**config.mk**
```make
export PLATFORM = sky130hd
export DESIGN_NAME = uart_rx_ctrl
export DESIGN_NICKNAME = d
export VERILOG_FILES = /design/src/rtl/uart_rx_ctrl.sv
export SDC_FILE = /design/constraint.sdc
export NUM_CORES = 1
export LEC_CHECK = 0
export ABC_AREA = 1
export CELL_PAD_IN_SITES_DETAIL_PLACEMENT = 0
export CELL_PAD_IN_SITES_GLOBAL_PLACEMENT = 2
export CORE_UTILIZATION = 38
export CTS_CLUSTER_DIAMETER = 100
export DETAILED_ROUTE_END_ITERATION = 12
export DONT_BUFFER_PORTS = 1
export GPL_ROUTABILITY_DRIVEN = 0
export GPL_TIMING_DRIVEN = 0
export PLACE_DENSITY_LB_ADDON = 0.1
export SLEW_MARGIN = 20
export SYNTH_ARGS = -nofsm -noshare
export SYNTH_HDL_FRONTEND = slang
export SYNTH_SLANG_ARGS = --single-unit
```
**constraint.sdc**
```tcl
create_clock -name clk -period 1.8 [get_ports clk]
set_input_delay 0.27 -clock clk [delete_from_list [all_inputs] [get_ports clk]]
set_output_delay 0.27 -clock clk [all_outputs]
set_load 0.02 [all_outputs]
```
**src/rtl/uart_rx_ctrl.sv**
```systemverilog
// UART receive controller: enable FSM, 16x sampling-tick generator, FWFT byte
// FIFO between the receiver datapath and the consumer, plus sticky status.
module uart_rx_ctrl #(
  parameter int DIV_W = 16,
  parameter int DEPTH = 4,
  localparam int AW = $clog2(DEPTH)
) (
  input  logic             clk,
  input  logic             rst,
  input  logic             i_en,
  input  logic [DIV_W-1:0] i_baud_div,
  output logic             o_sampling,
  input  logic [7:0]       i_rx_byte,
  input  logic             i_rx_complete,
  input  logic             i_rx_error,
  output logic             o_rx_valid,
  output logic [7:0]       o_rx_data,
  input  logic             i_rx_ready,
  output logic [AW:0]      o_level,
  output logic             o_overrun,
  output logic [7:0]       o_err_cnt,
  input  logic             i_clr_status,
  output logic [1:0]       o_state
);

  // Debug encoding on o_state: 0 = OFF, 1 = RUN, 2 = DRAIN.
  typedef enum logic [1:0] {
    OFF   = 2'd0,
    RUN   = 2'd1,
    DRAIN = 2'd2
  } state_t;

  localparam logic [AW:0] FULL_LVL = (AW+1)'(DEPTH);

  state_t           state;
  logic [DIV_W-1:0] tick_cnt;
  logic [7:0]       mem [DEPTH];
  logic [AW-1:0]    rd_ptr;
  logic [AW-1:0]    wr_ptr;
  logic [AW:0]      level;

  logic full;
  logic pop;
  logic good;
  logic push;
  logic ovr_evt;
  logic err_evt;

  // Consumer handshake: a byte transfers on any cycle where o_rx_valid and
  // i_rx_ready are both high; o_rx_data is stable while valid waits for ready.
  assign full    = (level == FULL_LVL);
  assign pop     = (level != '0) & i_rx_ready;
  assign good    = (state == RUN) & i_rx_complete & ~i_rx_error;
  assign push    = good & (~full | pop);
  assign ovr_evt = good & full & ~pop;
  assign err_evt = (state == RUN) & i_rx_error;

  assign o_rx_valid = (level != '0);
  assign o_rx_data  = o_rx_valid ? mem[rd_ptr] : 8'h00;
  assign o_level    = level;
  assign o_state    = state;

  always_ff @(posedge clk) begin
    if (rst) begin
      state      <= OFF;
      tick_cnt   <= '0;
      o_sampling <= 1'b0;
    end else begin
      case (state)
        OFF:     if (i_en) state <= RUN;
        RUN:     if (!i_en) state <= DRAIN;
        DRAIN:   if (i_en) state <= RUN;
                 else if (level == '0) state <= OFF;
        default: state <= OFF;
      endcase
      // Only count while staying in RUN so no tick escapes into DRAIN.
      if (state == RUN && i_en) begin
        if (tick_cnt >= i_baud_div) begin
          tick_cnt   <= '0;
          o_sampling <= 1'b1;
        end else begin
          tick_cnt   <= tick_cnt + 1'b1;
          o_sampling <= 1'b0;
        end
      end else begin
        tick_cnt   <= '0;
        o_sampling <= 1'b0;
      end
    end
  end

  always_ff @(posedge clk) begin
    if (!rst && push) mem[wr_ptr] <= i_rx_byte;
  end

  always_ff @(posedge clk) begin
    if (rst) begin
      rd_ptr <= '0;
      wr_ptr <= '0;
      level  <= '0;
    end else begin
      if (pop)  rd_ptr <= rd_ptr + 1'b1;
      if (push) wr_ptr <= wr_ptr + 1'b1;
      case ({push, pop})
        2'b10:   level <= level + 1'b1;
        2'b01:   level <= level - 1'b1;
        default: level <= level;
      endcase
    end
  end

  // A same-cycle event beats a clear so no incident is ever lost.
  always_ff @(posedge clk) begin
    if (rst) begin
      o_overrun <= 1'b0;
      o_err_cnt <= 8'h00;
    end else begin
      if (ovr_evt)           o_overrun <= 1'b1;
      else if (i_clr_status) o_overrun <= 1'b0;

      if (err_evt) begin
        if (i_clr_status)            o_err_cnt <= 8'h01;
        else if (o_err_cnt != 8'hFF) o_err_cnt <= o_err_cnt + 8'h01;
      end else if (i_clr_status) begin
        o_err_cnt <= 8'h00;
      end
    end
  end

endmodule

```
# Yosys cells after proc, flatten, opt, wreduce, memory -nomap -nowiden
# Memories as Yosys holds them, arrays and structs flattened. A register that Yosys moved wholly into a read port is not among the register bits.
# Cells that the tools add are included.
dict set report totals {
  ff_bits 35
  ram_bits 32
  out_inout_bits 24
  mem_count 1
}
dict set report op_classes {
  add_sub_neg 6
  magnitude_cmp 1
  n_eq_ne 9
  muxes 18
  bitwise_logic 12
  reduce_logical 14
}
# memory words width read_ports rd_clocked_by_memory_dff wr line
set memory_table {}
lappend memory_table {mem 4 8 1 1 1 37} ;# logic [7:0] mem [DEPTH];
# op count
set ops {}
lappend ops {{2-to-1 mux 8 bit} 5}
lappend ops {{adder 16 x 1 -> 16 bit (second input constant)} 1}
lappend ops {{greater-or-equal comparator 16 bit} 1}
lappend ops {{2-to-1 mux 2 bit} 6}
lappend ops {{adder 8 x 1 -> 8 bit (second input constant)} 1}
lappend ops {{inequality test 8 bit (second input constant)} 1}
lappend ops {{nonzero test 2 bit} 4}
lappend ops {{bitwise AND 1 bit} 7}
lappend ops {{one-hot mux 2 bit (3 select lines)} 1}
lappend ops {{one-hot mux 3 bit (2 select lines)} 1}
lappend ops {{2-to-1 mux 1 bit} 5}
lappend ops {{adder 2 x 1 -> 2 bit (second input constant)} 2}
lappend ops {{== test 2 x 1 -> 1 bit (second input constant)} 2}
lappend ops {{== test 2 bit (second input constant)} 2}
lappend ops {{inequality test 2 bit (second input constant)} 2}
lappend ops {{NOT 1 bit} 4}
lappend ops {{adder 3 x 1 -> 3 bit (second input constant)} 1}
lappend ops {{== test 3 bit (second input constant)} 1}
lappend ops {{logical NOT 3 bit} 1}
lappend ops {{inequality test 3 bit (second input constant)} 1}
lappend ops {{AND reduction 3 bit} 1}
lappend ops {{nonzero test 3 bit} 1}
lappend ops {{OR reduction 3 bit} 1}
lappend ops {{subtractor 3 x 1 -> 3 bit (second input constant)} 1}
lappend ops {{other kinds (6)} 7}

# Depth between registers and ports, before layout
# Gate-level depths: netlist (run 1).
dict set report logic_depth {
  ltp_word 7
  ltp_mapped 13
  ltp_nobuf 12
}

# Worst setup path before layout (run 1)
# Ideal clock, no wire load.
dict set report synth_path {
  path_kind {reg2reg}
  start {register state[0], in the netlist o_state[0]}
  end {memory mem[0][0], enable pin}
  setup_ps 371
  t_arrival_ps 1389
  slack_ps 40
  stages_incl_launch_ff 7
  n_path_buf 0
  synth_period_minus_slack_ps 1760
  cell_sequence {dfxtp_1 nand2_2 nor2_4 nand2_1 inv_1 nand2_1 nor2_1}
}
dict set report synth_between {
  elab_chain_cells 7
}
# element line
set synth_lines {}
lappend synth_lines {{from (decl)} 35} ;# state_t state;
lappend synth_lines {{from (signal assigned)} 65} ;# state <= OFF;
lappend synth_lines {{from (signal assigned)} 70} ;# OFF: if (i_en) state <= RUN;
lappend synth_lines {{from (signal assigned)} 71} ;# RUN: if (!i_en) state <= DRAIN;
lappend synth_lines {{== test 2 x 1 -> 1 bit} 53} ;# assign good = (state == RUN) & i_rx_complete & ~i_rx_error;
lappend synth_lines {{bitwise AND 1 bit (2 in a row)} 53}
lappend synth_lines {{bitwise AND 1 bit} 54} ;# assign push = good & (~full | pop);
lappend synth_lines {{logical AND 1 bit} 93} ;# if (!rst && push) mem[wr_ptr] <= i_rx_byte;
lappend synth_lines {{2-to-1 mux 1 bit} 93}
lappend synth_lines {{2-to-1 mux 1 bit (implied by the code)} 93}
lappend synth_lines {{to (decl)} 37}
# No other way between the ends.

==> results of run 1 <==
-- layout make-up --
class / count / area [sq um]
Fill cell: 900 / 4830
Clock buffer: 9 / 124
Multi-Input combinational cell: 279 / 1730
Clock inverter: 7 / 75.1
Sequential cell: 69 / 1730
Tap cell: 111 / 139
Buffer: 5 / 63.8
Timing Repair Buffer: 23 / 248
Inverter: 55 / 216
-- report_power, final --
group | switching (mW) | internal, mW | leakage (nW)
combinational | 0.771 | 0.445 | 0.933
clock | 0.609 | 0.644 | 0.0935
sequential | 0.107 | 1.72 | 0.593
total | 1.49 | 2.80 | 1.62
-- metrics by stage --
| step | cell area (sq um) | instances | power (mW) | worst slack, ps |
|---|---|---|---|---|
| 3_5_place_dp | 3710 | 520 | 2.69 | -442 |
| 4_1_cts | 4140 | 546 | 4.22 | 4.65 |
| 6_report | 4320 | 558 | 4.29 | 79.8 |
| 3_3_place_gp | 3710 | 520 | 2.68 | -442 |
| 5_1_grt | 4320 | 558 | 4.54 | -27.7 |
| 2_1_floorplan | 3570 | 409 | 2.49 | 39.9 |
-- per-layer routing --
metal	share of wire	track usage	wire [microns]	vias up
met5	0	0	0	-
li1	-	-	-	1401
met3	0.029	0.0454	221	6
met4	0.0083	0.0482	62	0
met2	0.48	0.276	3610	32
met1	0.48	0.201	3620	1178
-- synthesized netlist by cell type --
cell type,instances,area share
xnor2_1,10,0.025
nand3_1,13,0.018
nor2_2,15,0.026
nor2_4,3,0.0095
dfxtp_1,37,0.21
nor3_4,1,0.0046
xor2_1,4,0.0098
clkinv_2,1,0.0014
nor3_1,5,0.0070
nand3_2,3,0.0084
ha_1,22,0.077
o21bai_1,1,0.0021
fa_1,1,0.0056
buf_8,1,0.0042
clkbuf_1,1,0.0011
nor2_1,65,0.068
buf_2,3,0.0042
nand2_2,5,0.0088
nand4_1,6,0.011
a21oi_2,2,0.0049
o21a_1,1,0.0021
a21boi_0,1,0.0021
inv_2,7,0.0074
nor4_1,1,0.0018
buf_4,1,0.0021
inv_1,47,0.049
a21oi_1,28,0.039
nor3_2,3,0.0084
nand2_1,61,0.064
nand3_4,2,0.0098
nand2_4,2,0.0063
edfxtp_1,32,0.27
o31ai_1,1,0.0021
o21ai_0,23,0.032
-- sequential cells by signal, summed over array words and instances (netlist names), named ones only --
register / flops
tick_cnt: 16
rd_ptr: 2
o_state: 2
o_sampling: 1
wr_ptr: 2
o_err_cnt: 8
o_overrun: 1
mem: 32
o_level: 3
-- how the worst max path moves through the flow --
stage | from | endpoint | slack, ps | depth (start not counted)
4_1_cts | flop | o_rx_data[4] | 5 | 5
3_5_place_dp | o_state[0] | mem[3][5] | -440 | 6
5_1_grt | flop | o_rx_data[6] | -30 | 4
3_3_place_gp | o_state[0] | mem[1][5] | -440 | 6
2_1_floorplan | o_state[0] | mem[0][0] | 40 | 6
6_report | flop | o_rx_data[3] | 80 | 6
-- cells by family (layout without fill, tap and decap cells) --
logic type      Yosys count  count (layout)  synth area share
compound gates           57              57            0.0848
flops                    69              69             0.477
simple gates            185             185             0.252
buf+inv                  61              99            0.0697
xor+xnor                 14              14            0.0343
fa+ha+maj                23              23            0.0827
-- worst max-delay path: stages, from the launching register on --
cell	delay, ps
dfxtp_2	340
buf_6	140
clkbuf_16	140
nor2_2	30
nor2_1	70
o21ai_1	80
a21oi_2	300
-- what timing repair did --
action,4_1_cts,5_1_grt
hold buffers,1,8
pin swaps,9,13
cloned,0,2
resized for setup,40,27
setup endpoints to repair,42,59
hold endpoints to repair,1,31
setup buffers,9,3
==> impl_results.md, run 1 <==
* Core region area at 9150 sq um
* Critical Path End Type: primary output
* Yosys warnings at 0
* Startpoint types: flop
* Data required, critical path at 1530 ps
* Hold Path Depth at 0
* Layout cells sized above 1 at 0.248
* Leakage power at 1.62 nW
* N_diodes at 0
* Initial drt markers at 59
* Die Area at 9790 sq um
* Drt drc at 0
* CTS tree: done
* Average wire per standard cell at 13.5 microns
* # Max-Cap Violations at 0
* Final Hold Fails at 0
* Antenna violations before repair at 0
* Reg2Reg Setup Slack at 130 ps
* Status: finished clean
* Synth unique cells at 34
* Sequential share of the synthesized area at 0.477
* First-pass GRT wire length at 12,200 microns
* Syn-to-layout area delta at 20.9%
* DRT Pass-1 Iters at 6
* Pwr Density at 994 nW/um^2
* Clk sinks at 69
* FF+latch count, synth at 69
* Max H-tree Level at 3
* Worst vdd ir at 0.463 mV
* Min-delay src: i_rx_byte[4]
* Skew final at 9.78 ps
* Worst R2R Start: o_state[1]
* Slew Limit Headroom at 0.736
* Post-Syn Area at 3570 sq um
* I/O pin count at 55
* DR vias/cell at 4.69
* Slew Viols, Final at 0
* Clk slew on worst S/H paths at 80 ps
* Final net count at 496
* CP Max Fanout at 5
* Vias at 2,617
* CP arrival at 1450 ps
* CTS Buf Count at 9
* Drt total wl at 7510 microns
* WS Path Type: flop to primary output
* RSZ-0062 raised after global routing: true
* Mapped Cells at 409
* Commonest non-fill, non-tap cell in the layout: nand2_1
* Mean post-synth cell area at 8.73 sq um
* # setup viols final at 0
* Input/output buffers at 0
* GRT overflow at 0
* Util after Layout at 0.472
* Vias in the first global route at 2,449
* Row cnt at 35
* Dpl hpwl at 5330 microns
* Min Hold Slack at 29.7 ps
* Starting Density at 0.390
* R2R cell count at 8
* Fmax at 581 MHz
* Clock Path Buffers at 2
* Die W at 98.9 microns
* Sink of the worst hold path: mem[1][4]
* Most frequent cells in the layout: nand2_1 (59), nor2_1 (55), inv_1 (45), edfxtp_1 (32), dfxtp_1 (27)
* Largest net degree at the start of global routing at 14
* Slew of the pin with the lowest slew margin at 394 ps
* Worst Hold Class: input pin to flop
* Clock latency on the worst-skew pair at 340 ps
* Total routing usage reported by global routing at 0.163
* Syn Nets at 463
* Final worst-path cycle share at 0.956
* Setup TNS at 0 ps
* Antenna Nets Post-Route at 0
* Minimum clock period at 1720 ps
* Worst r2r dst: mem[3][0]
* Clock root cell: clkbuf_8
* Die H at 98.9 microns
No activity file was read; power rests on OpenSTA's default activity.
==> run 2: changes to the inputs <==
--- a/config.mk
+++ b/config.mk
@@ -6,6 +6,7 @@
 export NUM_CORES = 1
 export LEC_CHECK = 0
 export ABC_AREA = 1
+export ABC_CLOCK_PERIOD_IN_PS = 1750
 export CELL_PAD_IN_SITES_DETAIL_PLACEMENT = 0
 export CELL_PAD_IN_SITES_GLOBAL_PLACEMENT = 2
 export CORE_UTILIZATION = 38
==> constraint.sdc (replaced) <==
create_clock -name clk -period 1.75 [get_ports clk]
set_input_delay 0.2625 -clock clk [delete_from_list [all_inputs] [get_ports clk]]
set_output_delay 0.2625 -clock clk [all_outputs]
set_load 0.02 [all_outputs]
==> run 2 against run 1 <==
Largest cell class unchanged. Die area did not move. Worst setup slack got worse by 38 ps. Sequential power is 3% higher. Non-clock buffer count is 3 higher. Worst hold slack better by 52 ps. Via count grew 0.19%. Highest routed layer unchanged. Final cell count is 0.54% higher. Register-to-register slack worse by 60 ps.
==> impl_results.md, run 2 (synthesis gave the netlist of run 1 again) <==
* Status: finished clean
* Buf+Inv Stages, Crit Path at 2 (unchanged)
* N_diodes at 0 (unchanged)
* Die W at 98.9 microns (unchanged)
* R2R cell count at 12 (+4)
* CTS Buf Count at 9 (unchanged)
* Largest net degree at the start of global routing at 14 (unchanged)
* Die H at 98.9 microns (unchanged)
* Minimum clock period at 1710 ps
* Starting Density at 0.390 (unchanged)
* Most frequent cells in the layout: nand2_1 (60), nor2_1 (59), inv_1 (45), edfxtp_1 (32), dfxtp_1 (23)
* Core region area at 9150 sq um (unchanged)
* Input/output buffers at 0 (unchanged)
* Row cnt at 35 (unchanged)
* # setup viols final at 0 (unchanged)
* Total routing usage reported by global routing at 0.164 (+0.00137)
* Clock latency on the worst-skew pair at 340 ps (about the same)
* Top reg by flops: mem
* Met2 WL post-DR at 3580 microns (-0.64%)
* Vias at 2,622 (+0.19%)
* Worst Hold Class: input pin to flop
* Worst r2r dst: o_level[2]
* Slew Viols, Final at 0 (unchanged)
* Critical-path cell list: buf_8 -> clkbuf_16 -> nor2_1 -> nor2_1 -> o21ai_1 -> a21oi_2
* Syn-to-layout area delta at 22.0%
* CP Max Fanout at 7 (+2)
* Clk slew on worst S/H paths at 80 ps (about the same)
* Data required, critical path at 1490 ps (-40 ps)
* CTS tree: done
* Slew Limit Headroom at 0.736 (about the same)
* Drt total wl at 7460 microns (-0.61%)
* Setup crit end: o_rx_data[3]
* Drt drc at 0 (unchanged)
* Commonest non-fill, non-tap cell in the layout: nand2_1
* First-pass GRT wire length at 12,300 microns (+0.96%)
* Average wire per standard cell at 13.3 microns (-1.1%)
* Final net count at 499 (+0.60%)
* WS Path Type: flop to primary output
* Max H-tree Level at 3 (unchanged)
* Post-place instance area at 3710 sq um (unchanged)
* Initial drt markers at 67 (+14%)
* Worst R2R Start: o_level[1]
* Setup TNS at 0 ps (unchanged)
* Die Area at 9790 sq um (unchanged)
* Slew of the pin with the lowest slew margin at 394 ps (-0.0998 ps)
* Antenna Nets Post-Route at 0 (unchanged)
* Wire length on met3 at 241 microns (+9.0%)
* Total Power at 4.44 mW (+3.4%)
* CP peak stage delay at 330 ps (about the same)
* Vias in the first global route at 2,475 (+1.1%)
* Clock Path Buffers at 2 (unchanged)
* Biggest regs: mem: 32 flops, tick_cnt: 16 flops, o_err_cnt: 8 flops
* Startpoint types: flop
* Antenna violations before repair at 0 (unchanged)
* I/O pin count at 55 (unchanged)
* Pwr Density at 1020 nW/um^2 (+2.5%)
* CP Depth at 6 (unchanged)
* Skew final at 9.78 ps (-0.00567 ps)
* DR vias/cell at 4.67 (-0.34%)
* Fmax at 585 MHz
* Dpl hpwl at 5330 microns (unchanged)
* Final worst-path cycle share at 0.976
* Met1 WL at 3580 microns (-1.2%)
* # Max-Cap Violations at 0 (unchanged)
* Layout cells sized above 1 at 0.247 (-0.00166)
* Fill cell count at 884 (-1.8%)
* DRT Pass-1 Iters at 6 (unchanged)
* GRT overflow at 0 (unchanged)
* Reg2Reg Setup Slack at 70 ps (-60 ps)
* Clock root cell: clkbuf_8
* CP most frequent cell: nor2_1
* Worst vdd ir at 0.476 mV (+2.8%)
* Clk sinks at 69 (unchanged)
* Max FFs per register at 32 (unchanged)
* CP max-delay cell: dfxtp_2
* Final Hold Fails at 0 (unchanged)
* Finished Cell Area at 4360 sq um (+0.87%)
* DR top layer: met4
* CP top delay family: compound AO/OA/AOI/OAI gates
* CP arrival at 1450 ps (about the same)
* Critical Path End Type: primary output
* RSZ-0062 raised after global routing: true
* Leakage power at 1.65 nW (+1.8%)
run 2: metal layers:
layer | track usage | up-vias
met5 | 0 | -
met4 | 0.0482 | 0
met3 | 0.0447 | 6
met2 | 0.278 | 34
met1 | 0.204 | 1177
li1 | - | 1405
run 2: layout make-up:
type,instances,area [sq um],share of cell area
plain buffers,5,67.6,0.0155
clock buffers,9,124,0.0284
clock inverters,7,75.1,0.0172
inverters,55,214,0.0491
multi-input cells,279,1720,0.396
flip-flops and latches,69,1730,0.398
well taps,111,139,0.0319
repair buffers,26,282,0.0646
run 2: power by group:
part | total [mW] | switching (mW) | internal [mW]
sequential | 1.87 | 0.111 | 1.76
combinational | 1.27 | 0.788 | 0.484
clock | 1.29 | 0.627 | 0.662
run 2: what timing repair did:
action,in CTS,in global routing
setup buffers,10,4
gates resized for setup,48,24
endpoints found under the hold margin,4,29
pin swaps,21,11
cloned,0,1
hold buffers,3,8
setup endpoints to repair,42,59
run 2: stage by stage:
step | cells | worst slack, ps | util | hold slack, ps
after floorplan | 409 | -10.1 | - | 342
after global placement | 520 | -492 | 0.405 | 343
after detailed placement | 520 | -492 | 0.405 | 346
after CTS | 549 | -7.57 | 0.457 | 1.05
after global routing | 561 | -93.4 | 0.476 | 66.9
final | 561 | 41.4 | 0.476 | 81.4
run 2: worst min path at each step:
| stage | start | endpoint | cells past startpoint |
|---|---|---|---|
| after CTS | i_rx_byte[5] | mem[3][5] | 0 |
| after detailed placement | i_en | o_state[1] | 1 |
| final | i_en | o_state[0] | 2 |
| after floorplan | i_en | o_state[1] | 1 |
| after global placement | i_en | o_state[1] | 1 |
| after global routing | i_en | o_state[0] | 2 |
==> run 3: changes to the inputs <==
--- a/config.mk
+++ b/config.mk
@@ -15,7 +15,7 @@
 export DONT_BUFFER_PORTS = 1
 export GPL_ROUTABILITY_DRIVEN = 0
 export GPL_TIMING_DRIVEN = 0
-export PLACE_DENSITY_LB_ADDON = 0.1
+export PLACE_DENSITY = 0.76
 export SLEW_MARGIN = 20
 export SYNTH_ARGS = -nofsm -noshare
 export SYNTH_HDL_FRONTEND = slang
==> run 3 against run 2 <==
The run now ends with setup timing left. Combinational power increased by 12%. Wire length grew 5.6%. Worst setup slack got worse by 53 ps. Largest cell class is now multi-input combinational cells.
==> impl_results.md, run 3 (synthesis gave the netlist of run 1 again) <==
* Worst vdd ir at 0.498 mV (+4.6%)
* CP top delay family: compound AO/OA/AOI/OAI gates
* Worst r2r dst: o_level[1]
* Layout cells sized above 1 at 0.319 (+0.0722)
* Status: complete, but fails checks
* Data required, critical path at 1490 ps (about the same)
* Fmax at 568 MHz (-3.0%)
* Skew final at 7.76 ps (-2.02 ps)
* DRT Pass-1 Iters at 4 (-2)
* Max FFs per register at 32 (unchanged)
* Pwr Density at 1040 nW/um^2 (+1.6%)
* Internal power at 3.14 mW (+7.8%)
* First-pass GRT wire length at 12,300 microns (-0.11%)
* Sequential share of power at 0.390 (-0.033)
* Switch share at 0.345 (+0.00126)
* Reg2Reg Setup Slack at 50 ps (-20 ps)
* Vias in the first global route at 2,493 (+0.73%)
* RSZ-0062 raised after global routing: true
* Max H-tree Level at 3 (unchanged)
* Slew Viols, Final at 0 (unchanged)
* Final worst-path cycle share at 1.01 (+0.0300)
* CTS Buf Count at 9 (unchanged)
* Total Power at 4.79 mW (+8.0%)
* Biggest regs: mem: 32 flops, tick_cnt: 16 flops, o_err_cnt: 8 flops
* Util after Layout at 0.506 (+0.0301)
* I/O pin count at 55 (unchanged)
* GRT overflow at 0 (unchanged)
* CP max-delay cell: dfxtp_2
* Die Area at 9790 sq um (unchanged)
* N_diodes at 0 (unchanged)
* Clk slew on worst S/H paths at 80 ps (about the same)
* Worst setup margin at -11.2 ps (-52.5 ps)
* Die W at 98.9 microns (unchanged)
* Total routing usage reported by global routing at 0.164 (about the same)
* Sink of the worst hold path: o_state[0]
* Top reg by flops: mem
* Starting Density at 0.390 (unchanged)
* Part of the power in combinational logic at 0.296 (+0.009)
* Antenna Nets Post-Route at 0 (unchanged)
* Worst Hold Class: input pin to flop
* Largest net degree at the start of global routing at 15 (+1)
* Core region area at 9150 sq um (unchanged)
* Violations in the final reports: setup timing
* Average wire per standard cell at 13.8 microns (+3.6%)
* Switching power total at 1.65 mW (+8.4%)
* Vias at 2,733 (+4.2%)
* DR vias/cell at 4.78 (+2.2%)
* Drt total wl at 7880 microns (+5.6%)
* CP Max Fanout at 7 (unchanged)
* Initial drt markers at 48 (-28%)
* Worst R2R Start: o_level[2]
* Buf+Inv Stages, Crit Path at 2 (unchanged)
* Most frequent cells in the layout: nand2_1 (55), nor2_1 (53), inv_1 (42), edfxtp_1 (32)
* WS Path Type: flop to primary output
* Non-filler cells, final at 572 (+2.0%)
* Clock Path Buffers at 2 (unchanged)
* Clock root cell: clkbuf_8
* Hold Path Depth at 2 (unchanged)
* CP arrival at 1500 ps (+50 ps)
* Clock latency on the worst-skew pair at 340 ps (about the same)
* # setup viols final at 1 (+1)
* Minimum clock period at 1760 ps (+52.5 ps)
* CP Depth at 6 (unchanged)
* Syn-to-layout area delta at 29.7%
* Clk sinks at 69 (unchanged)
* Final net count at 510 (+2.2%)
* Clock power frac at 0.314 (+0.023)
* Critical-path cell list: buf_6 -> clkbuf_16 -> nor2_4 -> nor2_1 -> o21ai_1 -> a21oi_2
* Critical Path End Type: primary output
* Slew Limit Headroom at 0.745 (+0.00879)
* # Max-Cap Violations at 0 (unchanged)
* R2R cell count at 9 (-3)
* Commonest non-fill, non-tap cell in the layout: nand2_1
* Min-delay src: i_en
* Row cnt at 35 (unchanged)
* CP peak stage delay at 330 ps (about the same)
* Dpl hpwl at 5290 microns (-0.75%)
* Drt drc at 0 (unchanged)
* CTS tree: done
* Slew of the pin with the lowest slew margin at 382 ps (-12.3 ps)
* # placed instances at 520 (unchanged)
* Die H at 98.9 microns (unchanged)
* Input/output buffers at 0 (unchanged)
* Startpoint types: flop
* Leakage power at 1.74 nW (+5.8%)
* Antenna violations before repair at 0 (unchanged)
* Final Hold Fails at 0 (unchanged)
run 3: cell type report:
type | count | area (sq um)
fillers | 856 | 4520
multi-input cells | 279 | 1830
flip-flops and latches | 69 | 1750
repair buffers | 37 | 393
inverters | 55 | 220
well taps | 111 | 139
clock buffers | 9 | 124
clock inverters | 7 | 105
plain buffers | 5 | 68.8
run 3: worst max-delay path by stage:
stage                     from      endpoint  slack, ps
global placement    o_state[0]     mem[1][0]       -460
floorplan           o_state[0]     mem[0][0]        -10
global route              flop  o_rx_data[0]       -110
detailed placement  o_state[0]     mem[1][0]       -470
CTS                       flop  o_rx_data[7]       0.03
finish                    flop  o_rx_data[0]        -10
run 3: power groups by stage:
stage | combinational [mW] | clock (mW) | sequential [mW]
6_report | 1.42 | 1.50 | 1.87
4_1_cts | 1.21 | 1.54 | 1.86
3_3_place_gp | 0.885 | 0 | 1.87
3_5_place_dp | 0.890 | 0 | 1.87
2_1_floorplan | 0.703 | 0 | 1.86
5_1_grt | 1.54 | 1.64 | 1.88
run 3: repair_timing:
action	CTS	global route
endpoints found under the hold margin	13	20
gates resized for setup	41	68
pin swaps	8	30
cloned	0	2
hold buffers	5	7
setup endpoints to repair	42	66
setup buffers	8	15
run 3: per-layer routing:
metal / up-vias / routed length (microns) / GRT usage
li1: 1445 / - / -
met2: 52 / 3660 / 0.252
met3: 10 / 329 / 0.0475
met5: - / 0 / 0
met4: 0 / 107 / 0.0666
met1: 1226 / 3790 / 0.217
run 3: stage by stage:
step	setup TNS, ps	setup slack [ps]	area, sq um	hold slack [ps]
2_1_floorplan	-323	-10.1	3570	342
3_3_place_gp	-14010	-465	3710	343
3_5_place_dp	-14130	-465	3710	345
4_1_cts	0	0.0334	4230	1.07
5_1_grt	-601	-109	4630	52.1
6_report	-11.2	-11.2	4630	71.7
run 3: worst reg2reg max path, delay by kind of cell, from the launching register on:
family | cells | cell delay [ps]
adders and majority gates | 1 | 530
buffers and inverters | 2 | 220
DFF | 1 | 420
and+or+nand+nor | 6 | 440
==> RTL change (config.mk and constraints of run 1) <==
Put one more register stage on the output `o_level`, cleared by the reset. The value now appears one clock later. The other outputs are not delayed to match.
--- a/src/rtl/uart_rx_ctrl.sv
+++ b/src/rtl/uart_rx_ctrl.sv
@@ -59,3 +59,9 @@
   assign o_rx_data  = o_rx_valid ? mem[rd_ptr] : 8'h00;
-  assign o_level    = level;
+  always_ff @(posedge clk) begin
+    if (rst) begin
+      o_level <= '0;
+    end else begin
+      o_level <= level;
+    end
+  end
   assign o_state    = state;
Check against the original RTL: not equivalent (a bounded check fails within 4 cycles, from zero or initial values and one cycle with rst high).
==> RTL change against run 1 <==
Highest routed layer unchanged; total power is 2.7% higher; non-clock buffer count is 2 higher; sequential cell count is 3 higher; maximum frequency is 0.39% lower; combinational power is 8% lower; worst setup slack worse by 0.0067 ns; final area is 1.0% higher; sequential share of layout area is 1.0 points higher; clock power is 13% higher; routed wire length is 1.1% higher; critical path depth stayed put; the run now ends with DRC left; sequential power is 3% higher; synthesized area is 0.18% higher; utilization is 0.25 points higher.
==> RTL change: results (changes against run 1) <==
[power]
power.internal_uw=2950  ; +5.2%
pwr-share-comb_pct=25.4  ; -2.9 points
p_leak_uw=0.00173  ; +7.0%
vdd_drop_max_uv=447  ; -3.4%

[finish]
fin_cells=564  ; +1.1%
clkCellAreaFrac_pct=5.05  ; +0.44 points
syn2layout_area_growth_pct=21.9
inverters=64  ; +16%
seqCellArea_sq_mm=0.00179  ; +3.6%
multi_input_gates=271  ; -2.9%
drive_gt1_share_pct=22.3  ; -2.5 points
signal_buffers=30  ; +7.1%
final_nets=502  ; +1.2%

[drt]
met3_length_um=402  ; +82%
dr.pass1.iters=8  ; +2
drt-met1-wl_um=3410  ; -5.7%
drc=2  ; +2
vias=2640  ; +0.88%
drtIter0Drc=54  ; -8.5%
met2_length_um=3690  ; +2.4%
wl_um=7590  ; +1.1%

[global_routing]
use_met2_pct=28.7  ; +1.1 points
grt_use_met3_pct=4.96  ; +0.43 points
groute.layer.met1.usage_pct=19.3  ; -0.79 points
grt_pass1_wl_um=12300  ; +0.57%
first_global_vias=2526  ; +3.1%
track_usage_pct=16.5  ; +0.26 points

[setup_path]
worst-path-max-fanout=6  ; +1

[place]
dp.final_hpwl_um=5330  ; about the same
placedCellCount=524  ; +0.77%
postPlaceCellArea_sq_mm=0.00372  ; +0.30%
post-place-ws_ns=-0.346  ; +0.0965 ns

[synth]
syn-num-nets=467  ; +0.86%
synth_area_leaders=edfxtp_1, dfxtp_1, ha_1
netlist_top_cells_count=nor2_1, inv_1, nand2_1, dfxtp_1, edfxtp_1
synth-seq-area-share_pct=49.2  ; +1.6 points
synth_cell_types=32  ; -5.9%
ys_ff_latch=72  ; +4.3%
avgSynthCellArea_sq_um=8.66  ; -0.80%

[clock_network]
cts_hold_buf=7  ; +6

[sta]
max_slew.worst_pin.slew_ns=0.582  ; +0.188 ns
fin_skew_ns=0.0130  ; +0.00324 ns

[run_status]
violations=DRC
status=complete, but fails checks

==> RTL change: changes by cell type after synthesis, sizes merged, moves of 2 or more <==
cell and delta:
xnor2 -4, nor3 -3, nand2 -3, inv +10, o21ai +2, xor2 +3, nor2 -6, dfxtp +3
==> RTL change: cells by family (layout without fill, tap and decap cells) <==
kind of cell	Yosys count	in the layout	share of synthesized area, %
AND/OR/NAND/NOR	175	175	22.9
flip-flops	72	72	49.2
buffers and inverters	70	110	7.66
AO/OA/AOI/OAI	60	60	8.74
adder cells (fa/ha/maj)	23	23	8.25
XOR/XNOR	13	13	3.18
==> RTL change: path summary, 6_finish.rpt <==
kind / from / cells past startpoint / end / slack, ns
worst max-delay path: flop / 6 / o_rx_data[7] / 0.07
worst min-delay path: i_en / 2 / o_state[0] / 0.08
worst max register to register: tick_cnt[9] / 7 / tick_cnt[6] / 0.15
worst min register to register: tick_cnt[0] / 1 / tick_cnt[0] / 0.43
